[src/rtl/music_fetcher.sv]
// Streams 16-bit stereo-packed audio words out of an Avalon flash port and plays
// the high byte of each sample at the audio rate, forward or backward through memory.
module music_fetcher #(
  parameter logic [22:0] MAX_ADDR = 23'h7FFFF
) (
  input  logic        clk,
  input  logic        rst,
  input  logic [31:0] sample_freq_div,
  input  logic        pause,
  input  logic        forward,
  input  logic        fetcher_reset,
  output logic        flash_mem_read,
  output logic [22:0] flash_mem_address,
  output logic [3:0]  flash_mem_byteenable,
  input  logic        flash_mem_waitrequest,
  input  logic        flash_mem_readdatavalid,
  input  logic [31:0] flash_mem_readdata,
  output logic [7:0]  audio_data,
  output logic        audio_valid
);

  typedef enum logic [1:0] {
    FETCH     = 2'd0,
    WAIT_DATA = 2'd1,
    PLAY1     = 2'd2,
    PLAY2     = 2'd3
  } state_t;

  state_t      state_r;
  logic [22:0] addr_r;
  logic [31:0] cnt_r;
  logic [31:0] word_r;
  logic        pend_r;
  logic        read_r;
  logic        first_fwd_r;
  logic [7:0]  audio_data_r;
  logic        audio_valid_r;

  logic [31:0] div_m1_s;
  logic        tick_s;
  logic        reset_req_s;
  logic [22:0] reset_addr_s;
  logic [7:0]  first_byte_s;
  logic [7:0]  second_byte_s;
  logic        unused_word_s;

  // Wrapping single-word step through the flash address space.
  function automatic logic [22:0] step_addr(input logic [22:0] addr, input logic fwd);
    logic [22:0] nxt;
    if (fwd) begin
      if (addr == MAX_ADDR) nxt = 23'd0;
      else                  nxt = addr + 23'd1;
    end else begin
      if (addr == 23'd0) nxt = MAX_ADDR;
      else               nxt = addr - 23'd1;
    end
    return nxt;
  endfunction

  assign flash_mem_read       = read_r;
  assign flash_mem_address    = addr_r;
  assign flash_mem_byteenable = 4'hF;
  assign audio_data           = audio_data_r;
  assign audio_valid          = audio_valid_r;

  // Only the high byte of each 16-bit sample reaches the 8-bit output.
  assign unused_word_s = ^{word_r[7:0], word_r[23:16]};

  // Divider terminal count, restart request and sample byte selection.
  always_comb begin
    div_m1_s      = 32'd0;
    reset_addr_s  = 23'd0;
    first_byte_s  = 8'h00;
    second_byte_s = 8'h00;
    if (sample_freq_div > 32'd1) div_m1_s = sample_freq_div - 32'd1;
    else                         div_m1_s = 32'd0;
    tick_s      = ~pause & (cnt_r >= div_m1_s);
    reset_req_s = pend_r | fetcher_reset;
    if (forward) reset_addr_s = 23'd0;
    else         reset_addr_s = MAX_ADDR;
    if (forward) first_byte_s = word_r[15:8];
    else         first_byte_s = word_r[31:24];
    // The second half is always the one not played first, whatever forward is now.
    if (first_fwd_r) second_byte_s = word_r[31:24];
    else             second_byte_s = word_r[15:8];
  end

  // Sample-rate divider, flash transaction sequencing and registered sample output.
  always_ff @(posedge clk) begin
    if (rst) begin
      state_r       <= FETCH;
      addr_r        <= 23'd0;
      cnt_r         <= 32'd0;
      word_r        <= 32'd0;
      pend_r        <= 1'b0;
      read_r        <= 1'b0;
      first_fwd_r   <= 1'b0;
      audio_data_r  <= 8'h00;
      audio_valid_r <= 1'b0;
    end else begin
      audio_valid_r <= 1'b0;
      pend_r        <= pend_r | fetcher_reset;
      if (!pause) begin
        if (tick_s) cnt_r <= 32'd0;
        else        cnt_r <= cnt_r + 32'd1;
      end
      case (state_r)
        FETCH: begin
          if (!read_r) begin
            read_r <= 1'b1;
            if (reset_req_s) begin
              addr_r <= reset_addr_s;
              cnt_r  <= 32'd0;
              pend_r <= 1'b0;
            end
          end else if (!flash_mem_waitrequest) begin
            read_r  <= 1'b0;
            state_r <= WAIT_DATA;
          end
        end
        WAIT_DATA: begin
          if (flash_mem_readdatavalid) begin
            // A restart requested mid-transaction discards the returned word.
            if (reset_req_s) begin
              addr_r  <= reset_addr_s;
              cnt_r   <= 32'd0;
              pend_r  <= 1'b0;
              read_r  <= 1'b1;
              state_r <= FETCH;
            end else begin
              word_r  <= flash_mem_readdata;
              state_r <= PLAY1;
            end
          end
        end
        PLAY1: begin
          if (pend_r) begin
            addr_r  <= reset_addr_s;
            cnt_r   <= 32'd0;
            pend_r  <= 1'b0;
            read_r  <= 1'b1;
            state_r <= FETCH;
          end else if (!fetcher_reset && tick_s) begin
            audio_data_r  <= first_byte_s;
            audio_valid_r <= 1'b1;
            first_fwd_r   <= forward;
            state_r       <= PLAY2;
          end
        end
        PLAY2: begin
          if (pend_r) begin
            addr_r  <= reset_addr_s;
            cnt_r   <= 32'd0;
            pend_r  <= 1'b0;
            read_r  <= 1'b1;
            state_r <= FETCH;
          end else if (!fetcher_reset && tick_s) begin
            audio_data_r  <= second_byte_s;
            audio_valid_r <= 1'b1;
            addr_r        <= step_addr(addr_r, forward);
            read_r        <= 1'b1;
            state_r       <= FETCH;
          end
        end
        default: begin
          read_r  <= 1'b0;
          state_r <= FETCH;
        end
      endcase
    end
  end

endmodule

[config.mk]
export PLATFORM = sky130hd
export DESIGN_NAME = music_fetcher
export DESIGN_NICKNAME = d
export VERILOG_FILES = /design/src/rtl/music_fetcher.sv
export SDC_FILE = /design/constraint.sdc
export NUM_CORES = 1
export LEC_CHECK = 0
export CORE_ASPECT_RATIO = 1.2
export CORE_MARGIN = 2
export CORE_UTILIZATION = 30
export DETAILED_ROUTE_END_ITERATION = 16
export GPL_TIMING_DRIVEN = 1
export PLACE_DENSITY = 0.6
export SLEW_MARGIN = 20
export SYNTH_ARGS = -nofsm -noshare
export SYNTH_HDL_FRONTEND = slang
export SYNTH_SLANG_ARGS = --single-unit
[constraint.sdc]
create_clock -name clk -period 5.17 [get_ports clk]
set_input_delay 0.517 -clock clk [delete_from_list [all_inputs] [get_ports clk]]
set_output_delay 0.517 -clock clk [all_outputs]
set_load 0.01 [all_outputs]
# After elaboration in Yosys (flattened, before gate mapping)
# Cells that the tools add are included.
dict set report totals {
  ff_bits 101
  input_bits 71
  elab_cells 98
}
dict set report classes {
  add_sub_neg 4
  n_lt_le_gt_ge 2
  n_eq_ne 16
  n_mux 48
  bitwise_logic 6
  reduce_logical 13
}
# cell count
set ops {}
lappend ops {{two-way mux 32 bit} 7}
lappend ops {{two-way mux 23 bit} 9}
lappend ops {{one-hot mux 32 bit (3 select lines)} 1}
lappend ops {{one-hot mux 23 bit (4 select lines)} 1}
lappend ops {{two-way mux 8 bit} 6}
lappend ops {{adder 32 x 1 -> 32 bit, second input constant} 1}
lappend ops {{greater-or-equal comparator 32 bit} 1}
lappend ops {{> comparator 32 x 1 -> 1 bit, second input constant} 1}
lappend ops {{subtractor 32 x 1 -> 32 bit, second input constant} 1}
lappend ops {{adder 23 x 1 -> 23 bit, second input constant} 1}
lappend ops {{equality test 23 x 19 -> 1 bit, second input constant} 1}
lappend ops {{logical NOT 23 bit} 1}
lappend ops {{subtractor 23 x 1 -> 23 bit, second input constant} 1}
lappend ops {{inequality test 2 bit, second input constant} 10}
lappend ops {{two-way mux 19 bit} 1}
lappend ops {{two-way mux 2 bit} 8}
lappend ops {{one-hot mux 8 bit (2 select lines)} 1}
lappend ops {{two-way mux 1 bit} 11}
lappend ops {{AND reduction 5 bit} 2}
lappend ops {{one-hot mux 2 bit (4 select lines)} 1}
lappend ops {{AND reduction 4 bit} 2}
lappend ops {{inequality test 3 bit, second input constant} 2}
lappend ops {{AND reduction 3 bit} 2}
lappend ops {{equality test 2 bit, second input constant} 2}
lappend ops {{other kinds (12)} 15}

# Logic depth before layout (Yosys ltp)
# Gate-level depths: netlist of run 1.
dict set report logic_depth {
  ltp_word 9
  ltp_mapped 19
}

# Worst setup path before layout of run 1
# No wires, ideal clock.
dict set report synth_timing {
  path_kind {input to register}
  start {in sample_freq_div[9]}
  end {reg addr_r[8] (netlist: flash_mem_address[8])}
  setup_time_ps 133
  arrival_time_ps 4530
  slack_ps 507
  cell_stages 19
  cell_sequence {or4_4 nor4b_4 or3b_1 buf_2 nor4_2 nand2_1 buf_6 buf_6 nand2_1 ha_1 a21oi_1 nor2_1 or3_1 o41a_1 o21a_1 buf_4 nor2_2 buf_2 o32ai_1}
}
dict set report synth_via {
  elab_chain_len 7
  elab_cells_between_ends 8
  classes_between {1 x add/sub; 2 x order compare; 1 x eq/ne; 1 x mux; 1 x bitwise; 2 x reduce/logical}
}
# item line
set synth_rtl {}
lappend synth_rtl {{from (decl)} 8} ;# input logic [31:0] sample_freq_div,
lappend synth_rtl {{subtractor 32 x 1 -> 32 bit or > comparator 32 x 1 -> 1 bit (tied branches)} 75} ;# if (sample_freq_div > 32'd1) div_m1_s = sample_freq_div - 32'd1;
lappend synth_rtl {{two-way mux 32 bit (*)} 75}
lappend synth_rtl {{greater-or-equal comparator 32 bit (*)} 77} ;# tick_s = ~pause & (cnt_r >= div_m1_s);
lappend synth_rtl {{bitwise AND 1 bit (*)} 77}
lappend synth_rtl {{logical AND 1 bit (*)} 157} ;# end else if (!fetcher_reset && tick_s) begin
lappend synth_rtl {{inequality test 3 bit (no source line) (*)} --}
lappend synth_rtl {{AND reduction 4 bit (no source line) (*)} --}
lappend synth_rtl {{to (signal assigned)} 112} ;# addr_r <= reset_addr_s;
lappend synth_rtl {{to (signal assigned)} 152} ;# addr_r <= reset_addr_s;
lappend synth_rtl {{to (signal assigned)} 160} ;# addr_r <= step_addr(addr_r, forward);
lappend synth_rtl {{to (decl)} 30} ;# logic [22:0] addr_r;
# Mark *: on every way between the ends. The rest lies on a longest branch, timed or not.
# A chain may end at the register's enable or synchronous reset.

# Worst setup path in the final report of run 1
dict set report layout_timing {
  start {in sample_freq_div[9]}
  end {reg addr_r[12] (netlist: flash_mem_address[12])}
}
# Same word-level chain as after synthesis.

==> results of run 1 <==
power groups by stage:
stage                     clock network [mW]  logic [mW]  registers (mW)
after global routing                   0.681       0.430           0.731
after detailed placement                   0       0.387           0.740
after CTS                              0.657       0.389           0.725
after floorplan                            0       0.254           0.716
final                                  0.633       0.388           0.726
after global placement                     0       0.384           0.740
through the flow:
stage / instances / hold WS, ps / TNS, ps
2_1_floorplan: 833 / 432.9 / 0
6_report: 1181 / 454.6 / 0
5_1_grt: 1181 / 465.2 / 0
3_5_place_dp: 1165 / 447.0 / -228.4
3_3_place_gp: 1165 / 440.6 / -11.31
4_1_cts: 1181 / 456.5 / 0
worst max-delay path, cell delays in order:
cell                              delay (ps)
sky130_fd_sc_hd__clkdlybuf4s50_1         410
sky130_fd_sc_hd__or4_4                   590
sky130_fd_sc_hd__nor4b_4                 260
sky130_fd_sc_hd__or3b_1                  410
sky130_fd_sc_hd__buf_4                   170
sky130_fd_sc_hd__nor4_2                  280
sky130_fd_sc_hd__a21oi_1                 130
sky130_fd_sc_hd__ha_1                    270
sky130_fd_sc_hd__nand2b_1                140
sky130_fd_sc_hd__a2111oi_0               420
sky130_fd_sc_hd__a2111oi_1               120
sky130_fd_sc_hd__o41a_1                  530
sky130_fd_sc_hd__o21ai_2                 250
sky130_fd_sc_hd__buf_12                  170
sky130_fd_sc_hd__a21oi_1                  80
sky130_fd_sc_hd__a2111oi_2               330
logic make-up (layout without fill, tap and decap cells):
family,after synthesis,count (layout),synth area share (%)
simple gates,374,374,29.56
compound gates,172,172,17.81
flops,85,85,27.13
buf+inv,73,156,5.167
xor+xnor,68,68,9.495
fa+ha+maj,38,38,7.580
mux,19,19,3.192
other cells,1,4,0.05979
layer usage:
layer	track usage, %	up-vias	routed length [µm]
met1	21.17	2866	7972
met3	3.019	8	537
met4	3.267	0	112
li1	-	3141	-
met2	26.61	103	8570
met5	0	-	0
layout by cell type (no fill, tap or decap), drive strengths merged, types with 11 or more instances in the layout:
cell type,netlist,routed
o32ai,12,12
nand2,113,113
xor2,47,47
nand4,21,21
nor2,101,101
clkdlybuf4s50,0,86
and3,11,11
dfxtp,85,85
inv,16,19
o21ai,19,19
nor3,35,35
a21oi,75,75
mux2i,11,11
nor4,18,18
nand3,26,26
buf,15,38
ha,38,38
a31oi,11,11
xnor2,21,21
final cells by class:
type,count,area share [%]
well taps,265,4.234
multi-input cells,675,54.58
inverters,16,0.7669
clock inverters,7,0.7349
clock buffers,9,2.876
repair buffers,124,15.08
flip-flops and latches,85,21.73
sequential cells by signal, summed over array words and instances (netlist names):
signal,flops
cnt_r,32
flash_mem_address,23
word_r,16
audio_data,8
state_r,2
audio_valid,1
first_fwd_r,1
flash_mem_read,1
pend_r,1
worst paths after layout:
check | endpoint | startpoint | slack, ps | depth (start not counted)
setup / recovery | flash_mem_address[12] | sample_freq_div[9] | 340 | 16
hold / removal | word_r[15] | word_r[15] | 450 | 2
setup reg to reg | flash_mem_address[12] | cnt_r[14] | 2260 | 9
hold reg to reg | word_r[15] | word_r[15] | 450 | 2
==> metrics.md, run 1 <==
| Metric | Value |
|---|---|
| Final Slew Violations | 0 |
| Netlist Area Pre-Place | between 6000 and 7000 µm² |
| Height of the chip | roughly 160 µm |
| Fill cell total of the finished layout | between 2000 and 2500 |
| Count of endpoints failing setup in the final report | 0 |
| Synthesized area per cell | 7.557 µm² |
| Clock input transition at the sequential cells of the worst setup and hold paths | 70 ps |
| Achievable Freq | 206.9 MHz |
| Maximum number of pins on one net before global-route repair | between 50 and 60 |
| Final worst-path setup slack | 337.3 ps |
| Total power consumption of the routed design | 1.746 mW |
| Most frequent cells after synthesis | sky130_fd_sc_hd__nand2_1 (113), sky130_fd_sc_hd__nor2_1 (99), sky130_fd_sc_hd__dfxtp_1 (85), sky130_fd_sc_hd__a21oi_1 (75), sky130_fd_sc_hd__xor2_1 (47) |
| Area of the core | 20400 µm² |
| Grt total ovfl | 0 |
| Proportion of power drawn by the clock network | 36.2% |
| Number of top-level design ports | around 110 |
| Main flop type after synthesis | sky130_fd_sc_hd__dfxtp_1 |
| RSZ-0062 raised after global routing | false |
| Pre-CTS WS | -73.04 ps |
| Global-route wire length before repair | 28.55 mm |
| Total setup buffers inserted after CTS | 0 |
| Main area contributors after synthesis | sky130_fd_sc_hd__dfxtp_1 (27%), sky130_fd_sc_hd__ha_1 (7.6%), sky130_fd_sc_hd__nand2_1 (6.8%), sky130_fd_sc_hd__xor2_1 (6.6%), sky130_fd_sc_hd__a21oi_1 (6.0%) |
| Number of library cell types mapped by synthesis | just over 70 |
| Placed wire-length estimate | 12.46 mm |
| Top fanout value on the critical path | 12 |
| Number of antenna cells inserted | 0 |
| Antenna Violating Nets Remaining | 0 |
| Cell area after placement | 7538 µm² |
| Drt pass-1 iters | 5 |
| Clock sinks | 85 |
| Kind of start point of the critical path | input port |
| Number of synthesized flops with an enable pin | 0 |
| Row count | 57 |
| Reported max-cap violation count | 0 |
| Routability congestion estimate from global placement | 0.8431 |
| Number of storage elements in the synthesis netlist | 85 |
| Count of nets after finishing | approximately 1000 |
| Run status | finished, final reports clean |
| Initial cell density of the core | 30.75% |
| Count of mapped cells out of synthesis | 830 |
| Fraction of power consumed by combinational cells | 22.2% |
| PortBufs | 87 |
| Fraction of synthesis flops using an asynchronous set or reset pin | 0% |
| Share of total power in sequential cells | a little over two fifths |
| P&R area growth vs syn | 24.86% |
| Setup skew after layout | between 10 and 15 ps |
| Overall via count from detail_route | ~6100 |
| Warnings from Yosys | 0 |
| Gates resized, CTS repair | 0 |
| Net Sw Frac | 31.79% |
| Standby leakage power | 3.022 nW |
| Routed len/inst | ~15 µm |
| Fraction of the yosys area taken by sequential cells | 27.13% |
| # DRC | 0 |
| Worst rel slew slack | between 40% and 50% |
| Hold_buf cts | 0 |
| Die Footprint | around 22000 µm² |
| Starting DRT DRC Count | 324 |
| Buffer type at the clock tree root | sky130_fd_sc_hd__clkbuf_16 |
| Via count of the first global-routing pass | between 5000 and 6000 |
| Time the final worst path needs with I/O delays and setup | 4833 ps |
| Level count of the clock H-tree | 3 |
| Global routing usage summed across all routing layers | 15.85% |
| X dimension of the die | 136.0 µm |
| Data required time of the critical path | between 5000 and 6000 ps |
| Least-Margin Pin Slew | 875.4 ps |
| Clk Latency, worst-skew pair | 350 ps |
| Path type of the worst setup path | input port to flip-flop |
| Cell area after layout | 7831 µm² |
| Final hold violation count | 0 |
| Avg Vias per Cell | 5.180 |
| Area of combinational cells with multiple inputs | approximately 4300 µm² |
| Power density over cell area | approximately 220 nW/µm² |
| Clock Tree Buf Depth | 2 |
| Cell type with the largest total area after synthesis | sky130_fd_sc_hd__dfxtp_1 |
| CP Capture Type | flip-flop |
| CP arrival | 5090 ps |
| TritonCTS buffer count | 9 |
| Worst min-delay path class | flip-flop to flip-flop |
| Total area of sequential cells | about 1700 µm² |
| Wire length after detailed routing | approximately 17 mm |
| Power dissipated by switching net loads | around 0.56 mW |
| Final core area utilization | a little under two fifths |
| Internal power | roughly 1.2 mW |
| Antenna violations before repair | 0 |
| Final cycle utilization of the critical path | 93.48% |
| Fraction of post-synthesis cell area in the top cell type by area | 27.13% |
| Leading cell type by number of instances after synthesis | sky130_fd_sc_hd__nand2_1 |
| TritonCTS clock tree | built |
| Ratio of cells with drive above 1 in the final layout | a little under a tenth |
| Worst supply voltage drop on vdd | roughly 0.17 mV |
No activity file was read; power rests on OpenSTA's default activity.
==> run 2: changes to the inputs <==
--- a/config.mk
+++ b/config.mk
@@ -8,6 +8,7 @@
 export CORE_ASPECT_RATIO = 1.2
 export CORE_MARGIN = 2
 export CORE_UTILIZATION = 30
+export CTS_CLUSTER_DIAMETER = 50
 export DETAILED_ROUTE_END_ITERATION = 16
 export GPL_TIMING_DRIVEN = 1
 export PLACE_DENSITY = 0.6
==> results of run 2 <==
No change in the layout: final DEF, timing and power equal those of run 1.
==> variant: new RTL, settings of run 2 <==
Add an input register stage for `sample_freq_div`; this delays it by one clock. The other inputs are not delayed to match.
--- a/src/rtl/music_fetcher.sv
+++ b/src/rtl/music_fetcher.sv
@@ -27,2 +27,12 @@
   } state_t;
+
+  logic [31:0] sample_freq_div_q;
+
+  always_ff @(posedge clk) begin
+    if (rst) begin
+      sample_freq_div_q <= '0;
+    end else begin
+      sample_freq_div_q <= sample_freq_div;
+    end
+  end
 
@@ -74,3 +84,3 @@
     second_byte_s = 8'h00;
-    if (sample_freq_div > 32'd1) div_m1_s = sample_freq_div - 32'd1;
+    if (sample_freq_div_q > 32'd1) div_m1_s = sample_freq_div_q - 32'd1;
     else                         div_m1_s = 32'd0;
Formal check against the unedited RTL: not equivalent (Yosys sat finds a counterexample within 10 cycles, from zero or initial values and one cycle with rst high).
==> variant against run 2 <==
Final area rose by 14%; sequential share of layout area is 4.5 points higher; power rose by 57%; combinational power increased by 12%; synthesized cell count increased by 6.5%; sequential cell count up 32; die area rose by 13%; routed wire length increased by 8.6%; setup slack improved by 0.082 ns; synthesized area rose by 14%; count of clock-buffer cells in the layout rose by 8; utilization decreased by 0.10 points.
==> variant: results (changes against run 2) <==
sequential share of power - 36.7% (-4.9 points)
fillers - 2,394 (+7.7%)
number of buffers other than clock buffers in the final layout - 99 (-20%)
first-pass GRT wire length - 30,900 um (+8.3%)
kind of cell adding the most delay to the critical path - simple AND/OR/NAND/NOR gates
final RePlAce weighted congestion - 0.866 (+2.7%)
post-synthesis mux area share - 3.25% (+0.057 points)
xor/xnor cell area share of the yosys netlist - 8.36% (-1.1 points)
number of unique standard cell types used by synthesis - 75 (+5.6%)
startpoint of the lowest-slack register-to-register path - sample_freq_div_q[7]$_SDFF_PP0_
slew of the pin with the lowest slew margin - 0.891 ns (+0.0160 ns)
vias in the first global route - 6,203 (+7.9%)
clock latency of the later-clocked register in the worst-skew pair - 0.43 ns (+0.08 ns)
run status - complete, no violations
GR Layer Usage met1 - 17.7% (-3.5 points)
total net switching power - 0.772 mW (+39%)
Synth top cells by count - sky130_fd_sc_hd__nand2_1 (130), sky130_fd_sc_hd__dfxtp_1 (117), sky130_fd_sc_hd__nor2_1 (93)
Compound-Gate Fraction of Synth Area - 15.2% (-2.7 points)
origin of the worst min-delay path - word_r[28]$_SDFFE_PP0P_
multi-input combinational gate total - 702 (+4.0%)
part of the total power dissipated in combinational logic - 15.8% (-6.4 points)
setup slack at placement - 0.289 ns (+0.362 ns)
Clock H-tree levels - 4 (+1)
destination of the worst register-to-register timing path - flash_mem_address[2]$_SDFFE_PP0P_
adder-cell area share of the yosys netlist - 6.67% (-0.91 points)
Data arrival, critical path - 5.02 ns (-0.07 ns)
Cell Area, Placed - 8270 sq um (+9.7%)
global-route usage over all layers - 15.3% (-0.56 points)
Post-Layout Cell Count - 1,283 (+8.6%)
area occupied by registers - 2340 sq um (+38%)
Pwr Density - 307 nW/um^2 (+38%)
maximum ir drop on the vdd rail - 163 uV (-4.7%)
static leakage power - 3.42 nW (+13%)
synthesized netlist cell count - 884 (+6.5%)
Signal buf overhead - 10.9% (-4.2 points)
number of register bits inferred by synthesis - 117 (+38%)
floorplan die area - 25,000 sq um (+13%)
cells taking the most area after synthesis - sky130_fd_sc_hd__dfxtp_1 (33%), sky130_fd_sc_hd__nand2_1 (6.8%), sky130_fd_sc_hd__ha_1 (6.7%)
critical-path maximum fanout - 45 (+33)
violation count after the first detailed-routing iteration - 281 (-13%)
clock buffer and inverter area fraction after layout - 7.20% (+3.6 points)
minimum setup slack among reg-to-reg paths - 0.42 ns (-1.84 ns)
non-clock inverter count - 18 (+2)
maximum number of pins on one net before global-route repair - 85 (+57%)
met3 routing resource usage after global routing - 2.94% (-0.084 points)
variant: how the worst max path moves through the flow:
stage	slack [ns]	start	depth (start not counted)	end
2_1_floorplan	0.95	sample_freq_div_q[9]$_SDFF_PP0_	16	flash_mem_address[9]$_SDFFE_PP0P_
3_3_place_gp	0.39	sample_freq_div_q[9]$_SDFF_PP0_	16	flash_mem_address[9]$_SDFFE_PP0P_
3_5_place_dp	0.29	sample_freq_div_q[7]$_SDFF_PP0_	16	flash_mem_address[9]$_SDFFE_PP0P_
4_1_cts	0.27	sample_freq_div_q[7]$_SDFF_PP0_	16	flash_mem_address[2]$_SDFFE_PP0P_
5_1_grt	0.04	sample_freq_div_q[7]$_SDFF_PP0_	17	flash_mem_address[18]$_SDFFE_PP0P_
6_report	0.42	sample_freq_div_q[7]$_SDFF_PP0_	16	flash_mem_address[2]$_SDFFE_PP0P_
